<file path="src/rtl/muldiv_seq.sv">
// Iterative RV32M multiply/divide on one shared 33-bit adder: 33-cycle latency, 1 cycle on fast paths.
// Define MULDIV_DIV_EN to build divide/remainder; otherwise divide ops complete at once with result 0.
module muldiv_seq #(
  parameter int XLEN = 32
) (
  input  logic            clk,
  input  logic            rst,
  input  logic            start,
  input  logic [2:0]      funct3,
  input  logic [XLEN-1:0] op1,
  input  logic [XLEN-1:0] op2,
  input  logic            flush,
  output logic            busy,
  output logic            stall,
  output logic            done,
  output logic [XLEN-1:0] result
);

  localparam int W = XLEN;

  typedef enum logic [1:0] {S_IDLE, S_CALC, S_DONE} state_t;

  state_t       state_q;
  logic [2:0]   f3_q;
  logic [W-1:0] hi_q;
  logic [W-1:0] lo_q;
  logic [W-1:0] opb_q;
  logic [W-1:0] result_q;
  logic         neg_q_q;
`ifdef MULDIV_DIV_EN
  logic         neg_r_q;
`endif
  logic [5:0]   cnt_q;
  logic         done_q;

  logic         a_signed;
  logic         b_signed;
  logic         a_neg;
  logic         b_neg;
  logic [W-1:0] a_mag;
  logic [W-1:0] b_mag;

  always_comb begin
    a_signed = (funct3 == 3'b001) || (funct3 == 3'b010) ||
               (funct3 == 3'b100) || (funct3 == 3'b110);
    b_signed = (funct3 == 3'b001) || (funct3 == 3'b100) || (funct3 == 3'b110);
    a_neg    = a_signed & op1[W-1];
    b_neg    = b_signed & op2[W-1];
    a_mag    = a_neg ? (~op1 + 1'b1) : op1;
    b_mag    = b_neg ? (~op2 + 1'b1) : op2;
  end

  logic         fast;
  logic [W-1:0] fast_res;

`ifdef MULDIV_DIV_EN
  logic div_zero;
  logic div_ovf;

  always_comb begin
    div_zero = funct3[2] && (op2 == '0);
    div_ovf  = funct3[2] && !funct3[0] &&
               (op1 == {1'b1, {(W-1){1'b0}}}) && (op2 == '1);
    fast     = div_zero | div_ovf;
    if (div_zero) begin
      fast_res = funct3[1] ? op1 : '1;
    end else if (div_ovf) begin
      fast_res = funct3[1] ? '0 : {1'b1, {(W-1){1'b0}}};
    end else begin
      fast_res = '0;
    end
  end
`else
  assign fast     = funct3[2];
  assign fast_res = '0;
`endif

  // Shared adder: multiply accumulates hi + multiplicand, divide subtracts divisor.
  logic [W:0] add_a;
  logic [W:0] add_b;
  logic [W:0] add_s;
  logic       add_cin;

  always_comb begin
    add_a   = {1'b0, hi_q};
    add_b   = lo_q[0] ? {1'b0, opb_q} : '0;
    add_cin = 1'b0;
`ifdef MULDIV_DIV_EN
    if (f3_q[2]) begin
      add_a   = {hi_q, lo_q[W-1]};
      add_b   = ~{1'b0, opb_q};
      add_cin = 1'b1;
    end
`endif
  end

  assign add_s = add_a + add_b + {{W{1'b0}}, add_cin};

  logic [W-1:0] hi_n;
  logic [W-1:0] lo_n;
`ifdef MULDIV_DIV_EN
  logic         div_ge;
`endif

  always_comb begin
    hi_n = add_s[W:1];
    lo_n = {add_s[0], lo_q[W-1:1]};
`ifdef MULDIV_DIV_EN
    // Shifted remainder with top bit set always exceeds a W-bit divisor.
    div_ge = add_a[W] | ~add_s[W];
    if (f3_q[2]) begin
      hi_n = div_ge ? add_s[W-1:0] : add_a[W-1:0];
      lo_n = {lo_q[W-2:0], div_ge};
    end
`endif
  end

  logic [2*W-1:0] prod;
  logic [2*W-1:0] prod_fix;
  logic [W-1:0]   final_res;

  always_comb begin
    prod     = {hi_n, lo_n};
    prod_fix = neg_q_q ? (~prod + 1'b1) : prod;
    case (f3_q)
      3'b000:                 final_res = prod_fix[W-1:0];
      3'b001, 3'b010, 3'b011: final_res = prod_fix[2*W-1:W];
`ifdef MULDIV_DIV_EN
      3'b100, 3'b101:         final_res = neg_q_q ? (~lo_n + 1'b1) : lo_n;
      default:                final_res = neg_r_q ? (~hi_n + 1'b1) : hi_n;
`else
      default:                final_res = '0;
`endif
    endcase
  end

  always_ff @(posedge clk) begin
    if (rst) begin
      state_q  <= S_IDLE;
      f3_q     <= '0;
      hi_q     <= '0;
      lo_q     <= '0;
      opb_q    <= '0;
      result_q <= '0;
      neg_q_q  <= 1'b0;
`ifdef MULDIV_DIV_EN
      neg_r_q  <= 1'b0;
`endif
      cnt_q    <= '0;
      done_q   <= 1'b0;
    end else begin
      case (state_q)
        S_IDLE: begin
          done_q <= 1'b0;
          if (start && !flush) begin
            f3_q <= funct3;
            if (fast) begin
              result_q <= fast_res;
              done_q   <= 1'b1;
              state_q  <= S_DONE;
            end else begin
              hi_q    <= '0;
              lo_q    <= funct3[2] ? a_mag : b_mag;
              opb_q   <= funct3[2] ? b_mag : a_mag;
              neg_q_q <= a_neg ^ b_neg;
`ifdef MULDIV_DIV_EN
              neg_r_q <= a_neg;
`endif
              cnt_q   <= '0;
              state_q <= S_CALC;
            end
          end
        end
        S_CALC: begin
          if (flush) begin
            state_q <= S_IDLE;
            done_q  <= 1'b0;
          end else begin
            hi_q  <= hi_n;
            lo_q  <= lo_n;
            cnt_q <= cnt_q + 6'd1;
            if (cnt_q == 6'(W-1)) begin
              result_q <= final_res;
              done_q   <= 1'b1;
              state_q  <= S_DONE;
            end
          end
        end
        default: begin
          done_q  <= 1'b0;
          state_q <= S_IDLE;
        end
      endcase
    end
  end

  assign busy   = (state_q != S_IDLE);
  assign stall  = ((state_q == S_IDLE) && start && !flush) || (state_q == S_CALC);
  assign done   = done_q;
  assign result = result_q;

endmodule
</file>
<file path="config.mk">
export PLATFORM = sky130hd
export DESIGN_NAME = muldiv_seq
export DESIGN_NICKNAME = d
export VERILOG_FILES = /design/src/rtl/muldiv_seq.sv
export SDC_FILE = /design/constraint.sdc
export NUM_CORES = 1
export LEC_CHECK = 0
export ABC_AREA = 1
export BUFFER_PORTS_ARGS = -buffer_cell sky130_fd_sc_hd__buf_2
export CAP_MARGIN = 10
export CORE_MARGIN = 3
export CORE_UTILIZATION = 62
export CTS_CLUSTER_SIZE = 30
export DETAILED_ROUTE_END_ITERATION = 10
export PLACE_DENSITY = 0.81
export SLEW_MARGIN = 5
export SYNTH_ARGS = -nofsm -noshare
export SYNTH_HDL_FRONTEND = slang
export SYNTH_SLANG_ARGS = --single-unit
</file>
<file path="constraint.sdc">
create_clock -name clk -period 3.5 [get_ports clk]
set_input_delay 0 -clock clk [delete_from_list [all_inputs] [get_ports clk]]
set_output_delay 0 -clock clk [all_outputs]
set_load 0.05 [all_outputs]
</file>
Word-level counts from Yosys, hierarchy flattened. Cells that the tools add are included.

Logic and storage cells: 88. Output and inout bits: 35. Input bits: 71. Register bits after elaboration: 141.

Add/subtract/negate cells: 5. Muxes and demuxes: 32. Equality and inequality tests: 15. Reductions and logical operators: 20. Bitwise logic cells: 7.

Operators with widths (number): 32-bit two-way mux (13); 32-bit one-hot mux with 2 select lines (4); 32-bit by 1-bit adder with 32-bit output, second input constant (2); 64-bit by 1-bit adder with 64-bit output, second input constant (1); 64-bit two-way mux (1); 32-bit NOT (2); 64-bit NOT (1); 32-bit by 32-bit adder with 33-bit output (1); 6-bit two-way mux (3); 6-bit one-hot mux with 2 select lines (1); 2-bit != test, second input constant (5); 3-bit by 2-bit equality test with 1-bit output, second input constant (3); 2-bit two-way mux (4); 6-bit by 1-bit adder with 6-bit output, second input constant (1); 3-bit by 1-bit equality test with 1-bit output, second input constant (2); 3-bit equality test, second input constant (2); 6-bit by 5-bit equality test with 1-bit output, second input constant (1); 1-bit logical OR (6); 5-bit AND reduction (1); 1-bit two-way mux (4); 2-bit one-hot mux with 2 select lines (1); 2-bit AND reduction (2); 4-bit AND reduction (1); 2-bit nonzero test (2); 12 further kinds (15).

Depth between registers and ports, before layout.
Depth after elaboration: 9. Gate-level depth with buffers: 27. Mapped depth without buffers: 25.

Least setup slack after synthesis. No wires, ideal clock.

Path type: reg-to-reg. Start: register lo_q[0]. End: register result_q[26] (netlist: result[26]). Arrival time: 2869 ps. Setup time: 67 ps. Buffers on the path: 2. Slack: 564 ps. Cell stages (with the launch flop): 26. Required time: 3433 ps. Clock period less this slack: 2936 ps. Cells stage by stage: dfxtp_1 > clkbuf_1 > clkbuf_1 > nand2_1 > inv_1 > ha_1 > fa_1 > nand2_1 > nand2_1 > nand3_1 > nand2_1 > nand2_1 > nand2_1 > nor2_1 > nand2_1 > nor2_2 > nand2_2 > nor2_4 > nand2_1 > nand2_1 > nand2_1 > nand2_1 > nand2_1 > o21bai_1 > nand2_1 > a21oi_2.

Longest elaborated chain between the ends: 9.

RTL lines: start: declaration (RTL line 26) `logic [W-1:0] lo_q;`; start signal: assignment (RTL line 163) `lo_q <= funct3[2] ? a_mag : b_mag;`; start signal: assignment (RTL line 180) `lo_q <= lo_n;`; 32-bit two-way mux (*) (RTL line 86) `add_b = lo_q[0] ? {1'b0, opb_q} : '0;`; 32-bit by 32-bit adder with 33-bit output (*) (RTL line 97) `assign add_s = add_a + add_b + {{W{1'b0}}, add_cin};`; 64-bit NOT (RTL line 124) `prod_fix = neg_q_q ? (~prod + 1'b1) : prod;`; 64-bit by 1-bit adder with 64-bit output (RTL line 124); 64-bit two-way mux (*) (RTL line 124); 32-bit one-hot mux with 2 select lines (*) (RTL line 125) `case (f3_q)`; 32-bit two-way mux (*) (RTL line 182) `if (cnt_q == 6'(W-1)) begin`; 32-bit two-way mux (*) (RTL line 175) `if (flush) begin`; 32-bit one-hot mux with 2 select lines (*) (RTL line 152) `case (state_q)`; end signal: assignment (RTL line 158) `result_q <= fast_res;`; end signal: assignment (RTL line 183) `result_q <= final_res;`; end: declaration (RTL line 28) `logic [W-1:0] result_q;`.

Mark *: on every way between the ends. The rest lies on a longest branch, timed or not. The select of a mux whose other input is x is not followed. A chain may end at the register's enable or synchronous reset.

Final worst setup path.
Start: register lo_q[0]. End: register result_q[25] (netlist: result[25]).

The elaborated chain is that of the path after synthesis.

==> insert_results.sql <==
INSERT INTO impl_metrics (metric_group, metric, value, unit) VALUES
('yosys', 'count_of_cell_types_in_the_netlist', '55', ''),
('yosys', 'mappedNetlistNets', '2208', ''),
('placed_design', 'place_congestion', '1.005', ''),
('yosys', 'syn_inst', '2100', ''),
('critical_path', 'crit_fanout', '33', ''),
('sta', 'setup_viol', '0', ''),
('cells_and_area', 'num_antenna_cells', '0', ''),
('sta', 'fin_crit_sh', '0.9300', ''),
('detailed_routing', 'routed-via-count', '14560', ''),
('critical_path', 'regToRegEndpoint', 'result[25]', ''),
('sta', 'hold_violations', '0', ''),
('critical_path', 'worst_path_most_repeated_cell', 'sky130_fd_sc_hd__nand2_1', ''),
('sta', 'max_slew_margin', '0.2022', ''),
('cts', 'cts_setup_buffers', '0', ''),
('sta', 'rsz0062_at_grt', 'false', ''),
('min_path', 'hold_start', 'op2[15]', ''),
('grt', 'grt_first_pass_wirelength', '64.88', 'mm'),
('power_and_ir_drop', 'power_per_cell_area', '332.4', 'nW/um2'),
('cts', 'tritoncts_clock_tree', 'built', ''),
('cts', 'cts.path.max_buffers', '2', ''),
('floorplanning', 'dieHeight', '144.8', 'um'),
('grt', 'grt_antenna_before_repair', '1', ''),
('critical_path', 'worstSetupStartpointType', 'flip-flop', ''),
('yosys', 'synth_flop_cell', 'sky130_fd_sc_hd__dfxtp_1', ''),
('critical_path', 'reg2reg_from', 'lo_q[0]', ''),
('cells_and_area', 'layout.area.seq', '2823', 'um2'),
('detailed_routing', 'ant_nets', '0', ''),
('floorplanning', 'die_w', '144.8', 'um'),
('cts', 'cts-root-buf', 'sky130_fd_sc_hd__clkbuf_16', ''),
('critical_path', 'slowest_cell_on_crit_path', 'sky130_fd_sc_hd__ha_1', ''),
('sta', 'slew_violations', '0', ''),
('yosys', 'synthTopCellsByArea', 'sky130_fd_sc_hd__dfxtp_1 (24%), sky130_fd_sc_hd__nand2_1 (22%), sky130_fd_sc_hd__inv_1 (9.3%)', ''),
('yosys', 'synth_area_per_cell', '5.684', 'um2'),
('critical_path', 'worstSetupPathType', 'reg -> reg', ''),
('cells_and_area', 'layout-area-overhead-vs-synth', '15.93', '%'),
('min_path', 'worst_hold_path_ep', 'lo_q[15]', ''),
('placed_design', 'placement.io_buffers', '105', ''),
('critical_path', 'timing.critical_path.cells', 'buf_12 -> nand2_1 -> inv_1 -> ha_1 -> nand2_1 -> nor2_1 -> inv_1 -> nor2_2 -> nand4_1 -> nand3_1 -> nand2_1 -> nand2_1 -> nand2_1 -> nor2_1 -> nand2_1 -> nand2_1 -> nand2_1 -> nand2_1 -> nand3_1 -> o21ai_1 -> nand2_1 -> a21oi_1', ''),
('floorplanning', 'num_rows', '50', ''),
('yosys', 'synthMostInstantiatedCell', 'sky130_fd_sc_hd__nand2_1', ''),
('power_and_ir_drop', 'power.static_leakage', '0.007179', 'uW'),
('detailed_routing', 'vias_per_cell', '5.831', ''),
('detailed_routing', 'routed_wire_length_per_instance', '16.77', 'um'),
('cells_and_area', 'total_area_of_multi_input_combinational_cells', '7702', 'um2'),
('floorplanning', 'initial_utilization', '0.6339', ''),
('grt', 'vias_in_the_first_global_route', '12820', ''),
('cells_and_area', 'post_route_cells_drive_above_1_share', '0.1042', ''),
('detailed_routing', 'detailedRoute.firstIterationViolations', '1702', ''),
('critical_path', 'ff2ff_path_depth', '22', ''),
('sta', 'max_clock_freq', '307.2', 'MHz'),
('yosys', 'count_of_flip_flops_with_a_built_in_enable_after_synthesis', '0', ''),
('placed_design', 'post-dp-hpwl', '29.70', 'mm'),
('floorplanning', 'placeableCoreArea', '18830', 'um2'),
('detailed_routing', 'drt-pass1-iter-count', '6', ''),
('grt', 'globalRoute.totalOverflow', '0', ''),
('cts', 'clock_sinks', '141', ''),
('sta', 'clock_skew', '10.63', 'ps'),
('yosys', 'ys.warnings.count', '0', ''),
('yosys', 'yosys_register_bits', '141', ''),
('yosys', 'synth-async-reset-ratio', '0', ''),
('detailed_routing', 'routed_wirelength', '41.87', 'mm'),
('cts', 'total_cts_buffers', '17', ''),
('cells_and_area', 'final_core_area_utilization', '0.7349', ''),
('run_status', 'outcome', 'finished clean', ''),
('critical_path', 'cp.required', '3870', 'ps'),
('yosys', 'synth_sequential_area_ratio', '0.2365', ''),
('yosys', 'dominant_cell_type_by_area_after_synthesis', 'sky130_fd_sc_hd__dfxtp_1', ''),
('critical_path', 'worst_setup_path_end_kind', 'flip-flop', ''),
('critical_path', 'slowest_delay', '400', 'ps'),
('grt', 'grtUsageTotal', '0.3887', ''),
('yosys', 'synth_top_cells_by_count', 'sky130_fd_sc_hd__nand2_1 (686), sky130_fd_sc_hd__inv_1 (297), sky130_fd_sc_hd__nor2_1 (204), sky130_fd_sc_hd__a21oi_1 (155), sky130_fd_sc_hd__dfxtp_1 (141)', '');
[state kept, by name (all words and copies together) (netlist names)]
signal,flops
cnt_q,6
done,1
f3_q,3
hi_q,32
lo_q,32
neg_q_q,1
opb_q,32
result,32
state_q,2
[power by group]
group / switching, uW / internal [uW]
sequential: 58.1 / 1660
combinational: 594 / 305
clock: 785 / 1200
[kinds of logic after synthesis]
group,after synthesis,synth area share
xor+xnor,45,0.03302
compound gates,351,0.1633
simple gates,1145,0.4068
flops,141,0.2365
buf+inv,381,0.1210
fa+ha+maj,37,0.03941
[timing repair]
action | CTS | global route
hold buffers | 52 | 0
endpoints found under the hold margin | 51 | 0
setup endpoints to repair | 0 | 8
gates resized for setup | 0 | 2
[worst max path at each step]
stage / from / endpoint / slack (ps) / cells past startpoint
finish: lo_q[0] / result[25] / 250 / 22
global route: lo_q[0] / result[25] / 6 / 22
floorplan: lo_q[0] / result[26] / 560 / 25
CTS: lo_q[0] / result[20] / 290 / 23
global placement: lo_q[0] / result[25] / 350 / 22
detailed placement: lo_q[0] / result[25] / 330 / 22
[routing by layer]
layer,vias up,track usage,part of all wire
met4,2,0.1684,0.041
met1,6577,0.5194,0.41
met5,-,0,0.00031
met3,135,0.07887,0.11
met2,915,0.6090,0.44
li1,6931,-,-
[layout by cell type (no fill, tap or decap), drive strengths merged, types with 3 or more instances in the layout]
cell,n
nand2,705
inv,311
nor2,223
a21oi,157
dfxtp,141
nand3,130
o21ai,129
buf,124
dlygate4sd3,52
nor3,47
ha,36
xor2,35
clkbuf,20
a221oi,13
nand4,13
xnor2,10
nand3b,10
or2,9
a31oi,8
o211ai,8
o221ai,8
o22ai,7
o21bai,6
o31ai,5
bufinv,4
clkinv,4
o21a,3
clkinvlp,3
nor3b,3
nor4,3
[critical path, delay by kind of cell (launching register included)]
kind	cells	cell delay [ps]
compound gates	2	250
fa+ha+maj	1	400
buf+inv	3	270
flops	1	330
simple gates	16	1920
[per-stage QoR]
| stage | setup slack [ps] | area (um2) | hold slack [ps] | power, uW | std cells |
|---|---|---|---|---|---|
| floorplan | 564.1 | 11940 | 131.3 | 2293 | 2100 |
| global placement | 346.3 | 12690 | 254.2 | 2536 | 2413 |
| detailed placement | 330.2 | 12690 | 268.9 | 2549 | 2413 |
| CTS | 293.8 | 13830 | 3.280 | 4545 | 2497 |
| global route | 5.688 | 13840 | 22.79 | 4753 | 2497 |
| finish | 245.2 | 13840 | 12.57 | 4600 | 2497 |
[area by class of cell]
| cell class | instances | area share |
|---|---|---|
| inverters | 310 | 0.08409 |
| flip-flops and latches | 141 | 0.2040 |
| clock inverters | 12 | 0.01347 |
| clock buffers | 20 | 0.03156 |
| well taps | 260 | 0.02351 |
| multi-input cells | 1578 | 0.5566 |
| repair buffers | 176 | 0.08680 |
Power figures use the tool's default switching activity.
